File: src/rtl/pc_sequencer.sv
// rtl/pc_sequencer.sv - registered program counter with boot, stall, redirect bubble and redirect counter

module pc_sequencer #(
  parameter int               WIDTH    = 32,
  parameter logic [WIDTH-1:0] RESET_PC = '0,
  parameter int               STEP     = 4
) (
  input  logic             clk,
  input  logic             reset,
  input  logic             stall,
  input  logic             br_taken,
  input  logic [WIDTH-1:0] br_target,
  output logic [WIDTH-1:0] pc,
  output logic             pc_valid,
  output logic             flush,
  output logic             misaligned,
  output logic [7:0]       redirect_count
);

  typedef enum logic [1:0] {
    BOOT     = 2'd0,
    RUN      = 2'd1,
    REDIRECT = 2'd2
  } state_t;

  localparam logic [WIDTH-1:0] STEP_W = WIDTH'(STEP);

  state_t           state;
  state_t           state_next;
  logic [WIDTH-1:0] pc_next;
  logic             pc_valid_next;
  logic             flush_next;
  logic             misaligned_next;
  logic [7:0]       count_next;

  // Target with the low two bits forced to zero; fetch is always word aligned.
  logic [WIDTH-1:0] target_aligned;
  logic             target_low_nonzero;
  logic [7:0]       count_sat_inc;

  // Alignment and saturating-increment helpers shared by RUN and REDIRECT accepts.
  always_comb begin
    target_aligned     = {br_target[WIDTH-1:2], 2'b00};
    target_low_nonzero = (br_target[1:0] != 2'b00);
    count_sat_inc      = (redirect_count == 8'hFF) ? redirect_count : redirect_count + 8'd1;
  end

  // Next-state and next-output decode; flush and misaligned are single-cycle pulses by default.
  always_comb begin
    state_next      = state;
    pc_next         = pc;
    pc_valid_next   = pc_valid;
    flush_next      = 1'b0;
    misaligned_next = 1'b0;
    count_next      = redirect_count;

    case (state)
      BOOT: begin
        // One settle cycle after reset; branch and stall requests are ignored.
        state_next    = RUN;
        pc_next       = RESET_PC;
        pc_valid_next = 1'b1;
      end

      RUN: begin
        if (br_taken) begin
          // Redirect wins over stall.
          state_next      = REDIRECT;
          pc_next         = target_aligned;
          pc_valid_next   = 1'b0;
          flush_next      = 1'b1;
          misaligned_next = target_low_nonzero;
          count_next      = count_sat_inc;
        end else if (stall) begin
          pc_next       = pc;
          pc_valid_next = pc_valid;
        end else begin
          // Wrap past the top of the address space is silent.
          pc_next       = pc + STEP_W;
          pc_valid_next = 1'b1;
        end
      end

      REDIRECT: begin
        if (br_taken) begin
          // A fresh redirect during the bubble restarts the bubble.
          state_next      = REDIRECT;
          pc_next         = target_aligned;
          pc_valid_next   = 1'b0;
          flush_next      = 1'b1;
          misaligned_next = target_low_nonzero;
          count_next      = count_sat_inc;
        end else begin
          // Bubble done; the held target becomes fetchable. Stall has no effect here.
          state_next    = RUN;
          pc_valid_next = 1'b1;
        end
      end

      default: begin
        state_next    = BOOT;
        pc_next       = RESET_PC;
        pc_valid_next = 1'b0;
        count_next    = 8'd0;
      end
    endcase
  end

  // State and output registers; reset overrides any concurrent request.
  always_ff @(posedge clk) begin
    if (reset) begin
      state          <= BOOT;
      pc             <= RESET_PC;
      pc_valid       <= 1'b0;
      flush          <= 1'b0;
      misaligned     <= 1'b0;
      redirect_count <= 8'd0;
    end else begin
      state          <= state_next;
      pc             <= pc_next;
      pc_valid       <= pc_valid_next;
      flush          <= flush_next;
      misaligned     <= misaligned_next;
      redirect_count <= count_next;
    end
  end

endmodule

File: config.mk
export PLATFORM = sky130hd
export DESIGN_NAME = pc_sequencer
export DESIGN_NICKNAME = d
export VERILOG_FILES = /design/src/rtl/pc_sequencer.sv
export SDC_FILE = /design/constraint.sdc
export NUM_CORES = 1
export LEC_CHECK = 0
export BUFFER_PORTS_ARGS = -buffer_cell sky130_fd_sc_hd__buf_4
export CORE_UTILIZATION = 52
export DETAILED_ROUTE_END_ITERATION = 6
export PLACE_DENSITY = 0.8
export SLEW_MARGIN = 15
export SYNTH_ARGS = -nofsm -noshare
export SYNTH_HDL_FRONTEND = slang
export SYNTH_SLANG_ARGS = --single-unit
File: constraint.sdc
create_clock -name clk -period 2.7 [get_ports clk]
set_input_delay 0.405 -clock clk [delete_from_list [all_inputs] [get_ports clk]]
set_output_delay 0.405 -clock clk [all_outputs]
set_load 0.01 [all_outputs]
==> results of run 1 <==
## cells in the final DEF (no fill, tap or decap), types with 5 or more instances in the layout
cell and count:
xnor2_1 9, nor3_1 9, and3_1 5, o211ai_1 7
mux2i_1 5, nand4_1 18, nor4_1 5, nor2_1 34
a22oi_1 16, o21ai_0 18, buf_4 82, dfxtp_1 43
a21oi_1 23, nand2_1 28, inv_1 12, xor2_1 6
nand3_1 21, ha_1 6, a31oi_1 7, or3_1 5
clkbuf_8 7
## worst register-to-register path, cell delays in order (launching register included)
cell and delay [ns]:
dfxtp_1 0.39, inv_1 0.11, ha_1 0.54, o211a_1 0.36
and2_1 0.56, a22oi_1 0.18, o21ai_0 0.11
## worst max path at each step
stage / endpoint / slack [ns] / depth (start not counted)
global route: pc[27] / 0.17 / 7
floorplan: redirect_count[5] / 0.66 / 8
detailed placement: pc[19] / 0.44 / 6
CTS: pc[19] / 0.40 / 6
global placement: pc[28] / 0.55 / 6
finish: pc[19] / 0.38 / 6
## routing by layer
| metal | wire (um) | up-vias |
|---|---|---|
| li1 | - | 1425 |
| met1 | 3380 | 1348 |
| met2 | 3629 | 172 |
| met3 | 597 | 31 |
| met4 | 244 | 0 |
| met5 | 0 | - |
## power breakdown
group	total, uW	internal, uW	switching, uW	leakage [uW]
clock	466	233	233	0.0000505
sequential	762	690	71.8	0.000348
combinational	619	263	355	0.000957
total	1850	1190	660	0.00136
## flip-flops by register name, summed over array words and instances, names as in the netlist
signal and flops:
pc_valid 1, state 2, pc 30, flush 1
misaligned 1, redirect_count 8
## cells by family after synthesis
kind of cell | Yosys count
DFF | 43
and+or+nand+nor | 149
buffers and inverters | 33
muxes | 6
adders and majority gates | 6
AOI/OAI and AO/OA | 92
other | 1
xor gates and xnor gates | 15
## per-stage QoR
| step | total power (uW) | worst slack (ns) | utilization, % | hold slack (ns) | std cells |
|---|---|---|---|---|---|
| after detailed placement | 1383 | 0.4413 | 67.74 | 0.4992 | 475 |
| after global routing | 1950 | 0.1696 | 69.88 | 0.2938 | 483 |
| final | 1847 | 0.3753 | 69.88 | 0.3029 | 483 |
| after CTS | 1847 | 0.4019 | 69.88 | 0.2997 | 483 |
| after floorplan | 1159 | 0.6635 | - | 0.5140 | 346 |
| after global placement | 1363 | 0.5452 | 67.74 | 0.4962 | 475 |
## layout make-up
cell class	count	area share, %
clock buffers	7	2.843
clock inverters	1	0.2216
inverters	13	1.440
multi-input cells	270	49.45
flip-flops and latches	43	25.41
well taps	67	2.474
repair buffers	82	18.17
==> impl_results.md, run 1 <==
* Status: completed
* Hold Crit Class: in -> reg
* Pwr dens at 545.0 nW/um2
* Reg2reg end: pc[19]
* Largest net degree at the start of global routing at 22
* Slew Limit Headroom at 43.41%
* Post-synth top cells: 43 x dfxtp_1, 34 x nor2_1, 28 x nand2_1
* Syn Area/Cell at between 7 and 8 um2
* Number of global-route vias before repair at 2647
* Synthesis-stage register bit count at 43
* Initial Util at around 55%
* Hold path start: br_target[13]
* # DRC at 0
* Layout cells sized above 1 at around 24%
* Slowest stage delay, CP at between 0.5 and 0.6 ns
* Antenna Cells at 0
* Area Growth Syn to Fin at 26.54%
* CP Capture Type: flip-flop
* Cell taking the most area after synthesis: dfxtp_1
* Die area at 5440 um2
* First-pass GRT wire length at between 10 and 15 mm
* Initial antenna violation count at 0
* CTS Hold Buffers Added at 0
* Worst skew pair latency at ~0.30 ns
* Synth warn at 0
* Initial DRC count at 273
* CTS Buf Count at 5
* Max-cap violations at 0
* Netlist Area Pre-Place at around 2700 um2
* Largest family of logic cells by synthesized area: simple AND/OR/NAND/NOR gates
* Distinct cells, synth at 57
* Die Width at about 74 um
* Max Fclk at approximately 430 MHz
* Adder-Cell Fraction of Synth Area at roughly 2.8%
* Slew @ Worst Pin at 0.8451 ns
* Fillers at ~410
* Predominant post-synthesis flop cell: dfxtp_1
* DR vias at between 2000 and 3000
* CP startpoint kind: flip-flop
* Fin area at 3388 um2
* Crit path from: state[0]
* Post-CTS setup buffers at 0
* Clk buf depth at 2
* H-tree levels at 2
* Endpoint, Worst Hold: pc[13]
* Yosys top cell area share at between 30% and 40%
* Most common cell in the netlist: dfxtp_1
* Final setup violation count at 0
* Top Usage Layer GRT: met2
* Worst-path fanout max at 14
* Worst Path Required at a little under 3 ns
* Reg-to-reg critical path startpoint: state[0]
* # rows at 25
* Crit path kind: reg -> reg
* Synth Area in XOR/XNOR at under 10%
* Fraction of registers with async set/reset at 0%
* IO Pins at 79
* Met2 usage at ~47%
* Final WL at 7.852 mm
* Post-synthesis mux area share at around 2.3%
* Placer Congestion at around 0.87
* Tcrit/Tclk final at 86.10%
* IO Port Bufs at 76
* Antenna viol nets, final at 0
* CP Data Arrival Time at 2.54 ns
* Ranking of synthesized cells by area: dfxtp_1 32%, nor2_1 4.8%, a22oi_1 4.5%
* CP top delay family: compound AO/OA/AOI/OAI gates
* Post-synth EDFFs at 0
* Fin crit period at ~2.3 ns
* Drt via density at about 6.2
* Post-synthesis sequential area ratio at between 30% and 40%
* Final hold viol count at 0
* Static Leak at roughly 0.0014 uW
* Final setup TNS at 0 ns
* Cts repair resizes at 0
* DIE HEIGHT at about 74 um
* FF/Latch Area at between 800 and 900 um2
* CTS tree: done
* CTS root buf: clkbuf_8
* RSZ-0062 raised after global routing: false
* Post-Synth Simple-Gate Area at between 20% and 30%
* Grt met1 use at between 30% and 40%
* Reg clk slew, reported paths at roughly 0.09 ns
* GRT met3 Usage at 5.898%
* Worst-case vdd ir drop at 429.8 uV
* Final HPWL DP at 5.738 mm
* Critical path buffers and inverters at 1
* Synth Instances at around 350
* Compound-Gate Fraction of Synth Area at around 22%
* R2R setup slack at ~0.38 ns
* Hold Crit Depth at 3
* Wire per inst at between 15 and 20 um
* Core Region at between 4000 and 5000 um2
* Area after DPL at ~3300 um2
* GR Util All Layers at 29.76%
* Clk sinks at 43
* DR pass1 iterations at 5
* Slew Limit Fails at 0
* Grt total ovfl at 0
* NumNets Final at 457
* Slowest-stage cell, CP: and2_1
* Cells on worst reg2reg path at 6
* Clk_skew at 0.007428 ns
* Multi-input logic area at approximately 1700 um2
* CP cell instances: inv_1 -> ha_1 -> o211a_1 -> and2_1 -> a22oi_1 -> o21ai_0
Note: power is estimated with default switching activity, not from simulation.
==> run 2: changes to the inputs <==
CORE_UTILIZATION = 40   (was 52)
PLACE_DENSITY = 0.61   (was 0.8)
==> run 2 against run 1 <==
Compared with the run above: the flow now finishes with violations (DRC); clock power is 6.0% higher; sequential power hardly changed; global-route usage is 6.2 points lower; sequential share of layout area is 0.14 points lower; utilization is 17 points lower; combinational power is 2% higher; wire length is 3.6% higher; sequential cell count stayed put; power is 2.1% higher; die area is 29% higher; via count is 2.6% lower; clock-buffer cell count is 1 lower; critical endpoint is now pc[15]; largest cell class unchanged.
==> impl_results.md, run 2 (synthesis gave the netlist of run 1 again) <==
* Die Width at 83.82 um
* Hold path start: br_target[0]
* IO Pins at 79
* R2R setup slack at 0.43 ns
* Top Registers: pc (30), redirect_count (8), state (2)
* Cts repair resizes at 0
* Clk buf depth at 2
* Top reg by flops: pc
* Slew Limit Headroom at between 50% and 60%
* Cells on worst reg2reg path at 7
* Final Power at 1885 uW
* Grt total ovfl at 0
* CP Data Arrival Time at roughly 2.5 ns
* H-tree levels at 2
* Initial antenna violation count at 0
* Max Fclk at approximately 440 MHz
* Setup ws final at about 0.43 ns
* CTS Buf Count at 5
* Final setup TNS at 0 ns
* Hold Crit Class: in -> reg
* Most common cell after layout, fill and taps aside: buf_4
* Post-CTS setup buffers at 0
* CTS Hold Buffers Added at 0
* DR vias at between 2000 and 3000
* DR pass1 iterations at 7
* Crit path kind: reg -> reg
* Commonest cells after routing, fill and taps aside: 83 x buf_4, 43 x dfxtp_1, 34 x nor2_1
* Initial DRC count at 243
* IO Port Bufs at between 70 and 80
* Core Region at between 6000 and 7000 um2
* Reg clk slew, reported paths at 0.08 ns
* Fin area at about 3400 um2
* Final WL at 8.137 mm
* Antenna Cells at 0
* Area Growth Syn to Fin at 27.24%
* Layout cells sized above 1 at 24.04%
* Placer Congestion at between 0.8 and 0.9
* CP startpoint kind: flip-flop
* Hold_ws at ~0.3 ns
* Max reg flops at 30
* Fin crit period at ~2.3 ns
* Worst-path fanout max at 12
* Clk sinks at 43
* Final setup violation count at 0
* CTS root buf: clkbuf_8
* Static Leak at 0.001362 uW
* Endpoint, Worst Hold: misaligned
* Final hold viol count at 0
* CTS tree: done
* Antenna viol nets, final at 0
* Number of global-route vias before repair at around 2600
* Failing checks: DRC
* Drt via density at about 6
* Tcrit/Tclk final at around 84%
* Die area at 7025 um2
* GR Util All Layers at a little under a quarter
* Hold Crit Depth at 2
* Clk_skew at just over 0.007 ns
* Pwr dens at around 550 nW/um2
* Fillers at around 650
* DIE HEIGHT at ~84 um
* Reg-to-reg critical path startpoint: state[1]
* # DRC at 8
* Initial Util at roughly two fifths
* First-pass GRT wire length at around 13 mm
* Max-cap violations at 0
* Slew @ Worst Pin at around 0.74 ns
* Slew Limit Fails at 0
* Final HPWL DP at between 6 and 7 mm
* Worst Path Required at 2.92 ns
* CP Capture Type: flip-flop
* Worst-case vdd ir drop at roughly 360 uV
* Largest net degree at the start of global routing at 22
* Status: complete, but fails checks
* Dpl ws at about 0.49 ns
* Reg2reg end: pc[15]
* Area after DPL at 3304 um2
* # rows at 29
* RSZ-0062 raised after global routing: false
* NumNets Final at between 400 and 500
* Worst skew pair latency at roughly 0.3 ns
* Wire per inst at about 17 um
## run 2: cell types whose count changed in the layout (fill, tap and decap cells not counted), sizes merged
cell,before,now
clkinvlp,1,0
buf,82,83
bufinv,0,1
clkbuf,7,6
## run 2: power breakdown
part / internal (uW) / switching (uW)
clock: 271 / 222
combinational: 272 / 358
sequential: 690 / 71.0
total: 1230 / 651
## run 2: per-layer routing
layer | wire length, um | part of all wire, % | global-route usage, % | vias up
li1 | - | - | - | 1424
met1 | 3697 | 45 | 31.38 | 1374
met2 | 3887 | 48 | 38.30 | 90
met3 | 399 | 4.9 | 4.154 | 12
met4 | 152 | 1.9 | 7.837 | 0
met5 | 0 | 0 | 0 | -
## run 2: worst max-delay path by stage
stage             start           endpoint  slack [ns]  depth (start not counted)
2_1_floorplan  state[0]  redirect_count[5]        0.66                          8
3_3_place_gp   state[0]             pc[28]        0.50                          7
3_5_place_dp   state[1]             pc[28]        0.49                          7
5_1_grt        state[1]             pc[18]        0.18                          7
4_1_cts        state[0]             pc[28]        0.44                          7
6_report       state[1]             pc[15]        0.43                          7
## run 2: final cells by class
class / count / area [um2] / area share, %
Timing Repair Buffer: 83 / 623.1 / 18.29
Inverter: 13 / 48.80 / 1.432
Sequential cell: 43 / 860.8 / 25.27
Clock inverter: 1 / 30.03 / 0.8814
Tap cell: 77 / 96.34 / 2.828
Clock buffer: 6 / 72.57 / 2.130
Multi-Input combinational cell: 270 / 1675 / 49.17
## run 2: through the flow
stage                     utilization (%)  cells
after floorplan                         -    346
after global placement              51.45    486
after detailed placement            51.45    486
after CTS                           53.05    493
after global routing                53.05    493
final                               53.05    493
## run 2: worst max-delay path, stage by stage (launching register included)
cell	delay [ns]
dfxtp_1	0.36
inv_1	0.09
ha_1	0.46
nor2b_1	0.24
nand3_1	0.17
nor2_1	0.53
nand4_1	0.16
o211ai_1	0.17
==> run 3: changes to the inputs <==
clock period = 2.2 ns   (was 2.7 ns; I/O delays follow)
==> run 3 against run 2 <==
Compared with the run above: the flow still finishes with violations (DRC); worst hold slack worse by 0.091 ns; clock-buffer cell count down 1; die area unchanged; first-iteration DRC count down 16%; power up 26%; register-to-register slack worse by 0.29 ns; largest power group unchanged.
==> impl_results.md, run 3 (synthesis gave the netlist of run 1 again) <==
* Pwr dens at between 600 and 700 nW/um2
* Clk buf depth at 2
* Antenna viol nets, final at 0
* Antenna Cells at 0
* Status: complete, but fails checks
* DR vias at between 2000 and 3000
* Initial Util at a little over two fifths
* Tcrit/Tclk final at about 93%
* Worst skew pair latency at roughly 0.30 ns
* Static Leak at roughly 0.0014 uW
* Placer Congestion at 0.8748
* Reg clk slew, reported paths at around 0.09 ns
* GR Util All Layers at 23.28%
* CP cell instances: nand3_2 -> or4_4 -> nor4_1 -> xnor2_1 -> o22ai_2
* Layout cells sized above 1 at between 20% and 30%
* Final hold viol count at 0
* IO Pins at 79
* Die Width at about 84 um
* CP Capture Type: flip-flop
* Crit path kind: reg -> reg
* Slowest stage delay, CP at between 0.5 and 0.6 ns
* Grt total ovfl at 0
* Slew @ Worst Pin at just under 0.6 ns
* CTS Buf Count at 5
* Final WL at a little over 8 mm
* Die area at ~7000 um2
* RSZ-0062 raised after global routing: false
* DIE HEIGHT at around 84 um
* Max-cap violations at 0
* Max reg flops at 30
* Failing checks: DRC
* CP startpoint kind: flip-flop
* Final non-filler cell total at roughly 500
* Initial antenna violation count at 0
* CTS Hold Buffers Added at 0
* Drt via density at just under 6
* Worst-path fanout max at 8
* DR pass1 iterations at 7
* Final core occ at 54.72%
* Core Region at between 6000 and 7000 um2
* Final HPWL DP at between 6 and 7 mm
* Max Fclk at between 400 and 500 MHz
* Worst-case vdd ir drop at 392.5 uV
* NumNets Final at 471
* # rows at 29
* Slowest-stage cell, CP: or4_4
* Clk sinks at between 40 and 50
* Commonest cells after routing, fill and taps aside: 96 x buf_4, 43 x dfxtp_1, 34 x nor2_1
* Post-CTS setup buffers at 0
* Worst Path Required at 2.39 ns
* First-pass GRT wire length at about 13 mm
* # DRC at 9
* CTS root buf: clkbuf_8
* Final setup violation count at 0
* CP Data Arrival Time at around 2.2 ns
* Clk_skew at roughly 0.011 ns
* Slew Limit Fails at 0
* Slew Limit Headroom at 60.13%
* Initial DRC count at roughly 200
* Number of global-route vias before repair at 2726
* Fin crit period at just over 2 ns
* Top Registers: pc (30), redirect_count (8), state (2)
* Top reg by flops: pc
* CTS tree: done
* Fillers at 640
* Area Growth Syn to Fin at 31.26%
* Cell count after placement at between 400 and 500
* Hold Crit Class: in -> reg
* Final setup TNS at 0 ns
* Wire per inst at approximately 16 um
* Largest net degree at the start of global routing at 22
* IO Port Bufs at 76
* H-tree levels at 2
* Most common cell after layout, fill and taps aside: buf_4
* Cts repair resizes at 0
-- run 3: changes by cell type in the layout (fill, tap and decap cells not counted) --
cell	change
clkinv_4	+1
buf_4	+13
clkbuf_1	-1
clkinv_2	+1
-- run 3: critical path, delay by kind of cell, from the launching register on --
kind / cells / cell delay (ns)
flops: 1 / 0.52
compound gates: 1 / 0.10
xor+xnor: 1 / 0.19
simple gates: 3 / 1.13
-- run 3: stage by stage --
step / hold slack, ns / instance area, um2 / setup slack (ns) / total power [uW]
after floorplan: 0.4390 / 2681 / 0.1635 / 1423
after global placement: 0.5079 / 3402 / 0.2075 / 1740
after detailed placement: 0.5044 / 3402 / 0.1816 / 1750
after CTS: 0.2031 / 3515 / 0.1410 / 2392
after global routing: 0.2067 / 3515 / 0.007647 / 2512
final: 0.2151 / 3515 / 0.1467 / 2378
-- run 3: power breakdown --
group / leakage, uW / internal, uW / switching [uW] / total (uW)
Combinational: 0.00103 / 360 / 448 / 808
Sequential: 0.000348 / 847 / 85.3 / 932
Clock: 0.0000581 / 339 / 299 / 638
Total: 0.00144 / 1550 / 833 / 2380
-- run 3: final cells by class --
cell class	instances	area (um2)	share of cell area, %
repair buffers	96	720.7	20.51
flip-flops and latches	43	860.8	24.49
clock buffers	5	68.82	1.958
inverters	13	48.80	1.388
clock inverters	3	43.79	1.246
well taps	77	96.34	2.741
multi-input cells	270	1675	47.67
-- run 3: final timing paths --
path / cells after the start / slack, ns / from / to
max: 5 / 0.15 / pc[11] / pc[30]
min: 2 / 0.22 / br_target[0] / misaligned
max reg2reg: 5 / 0.15 / pc[11] / pc[30]
min reg2reg: 2 / 0.53 / pc[31] / pc[31]
-- run 3: routing by layer --
| layer | part of all wire (%) | global-route usage, % |
|---|---|---|
| met1 | 47 | 30.04 |
| met5 | 0 | 0 |
| met2 | 46 | 39.20 |
| met4 | 1.7 | 7.680 |
| met3 | 5.8 | 4.055 |
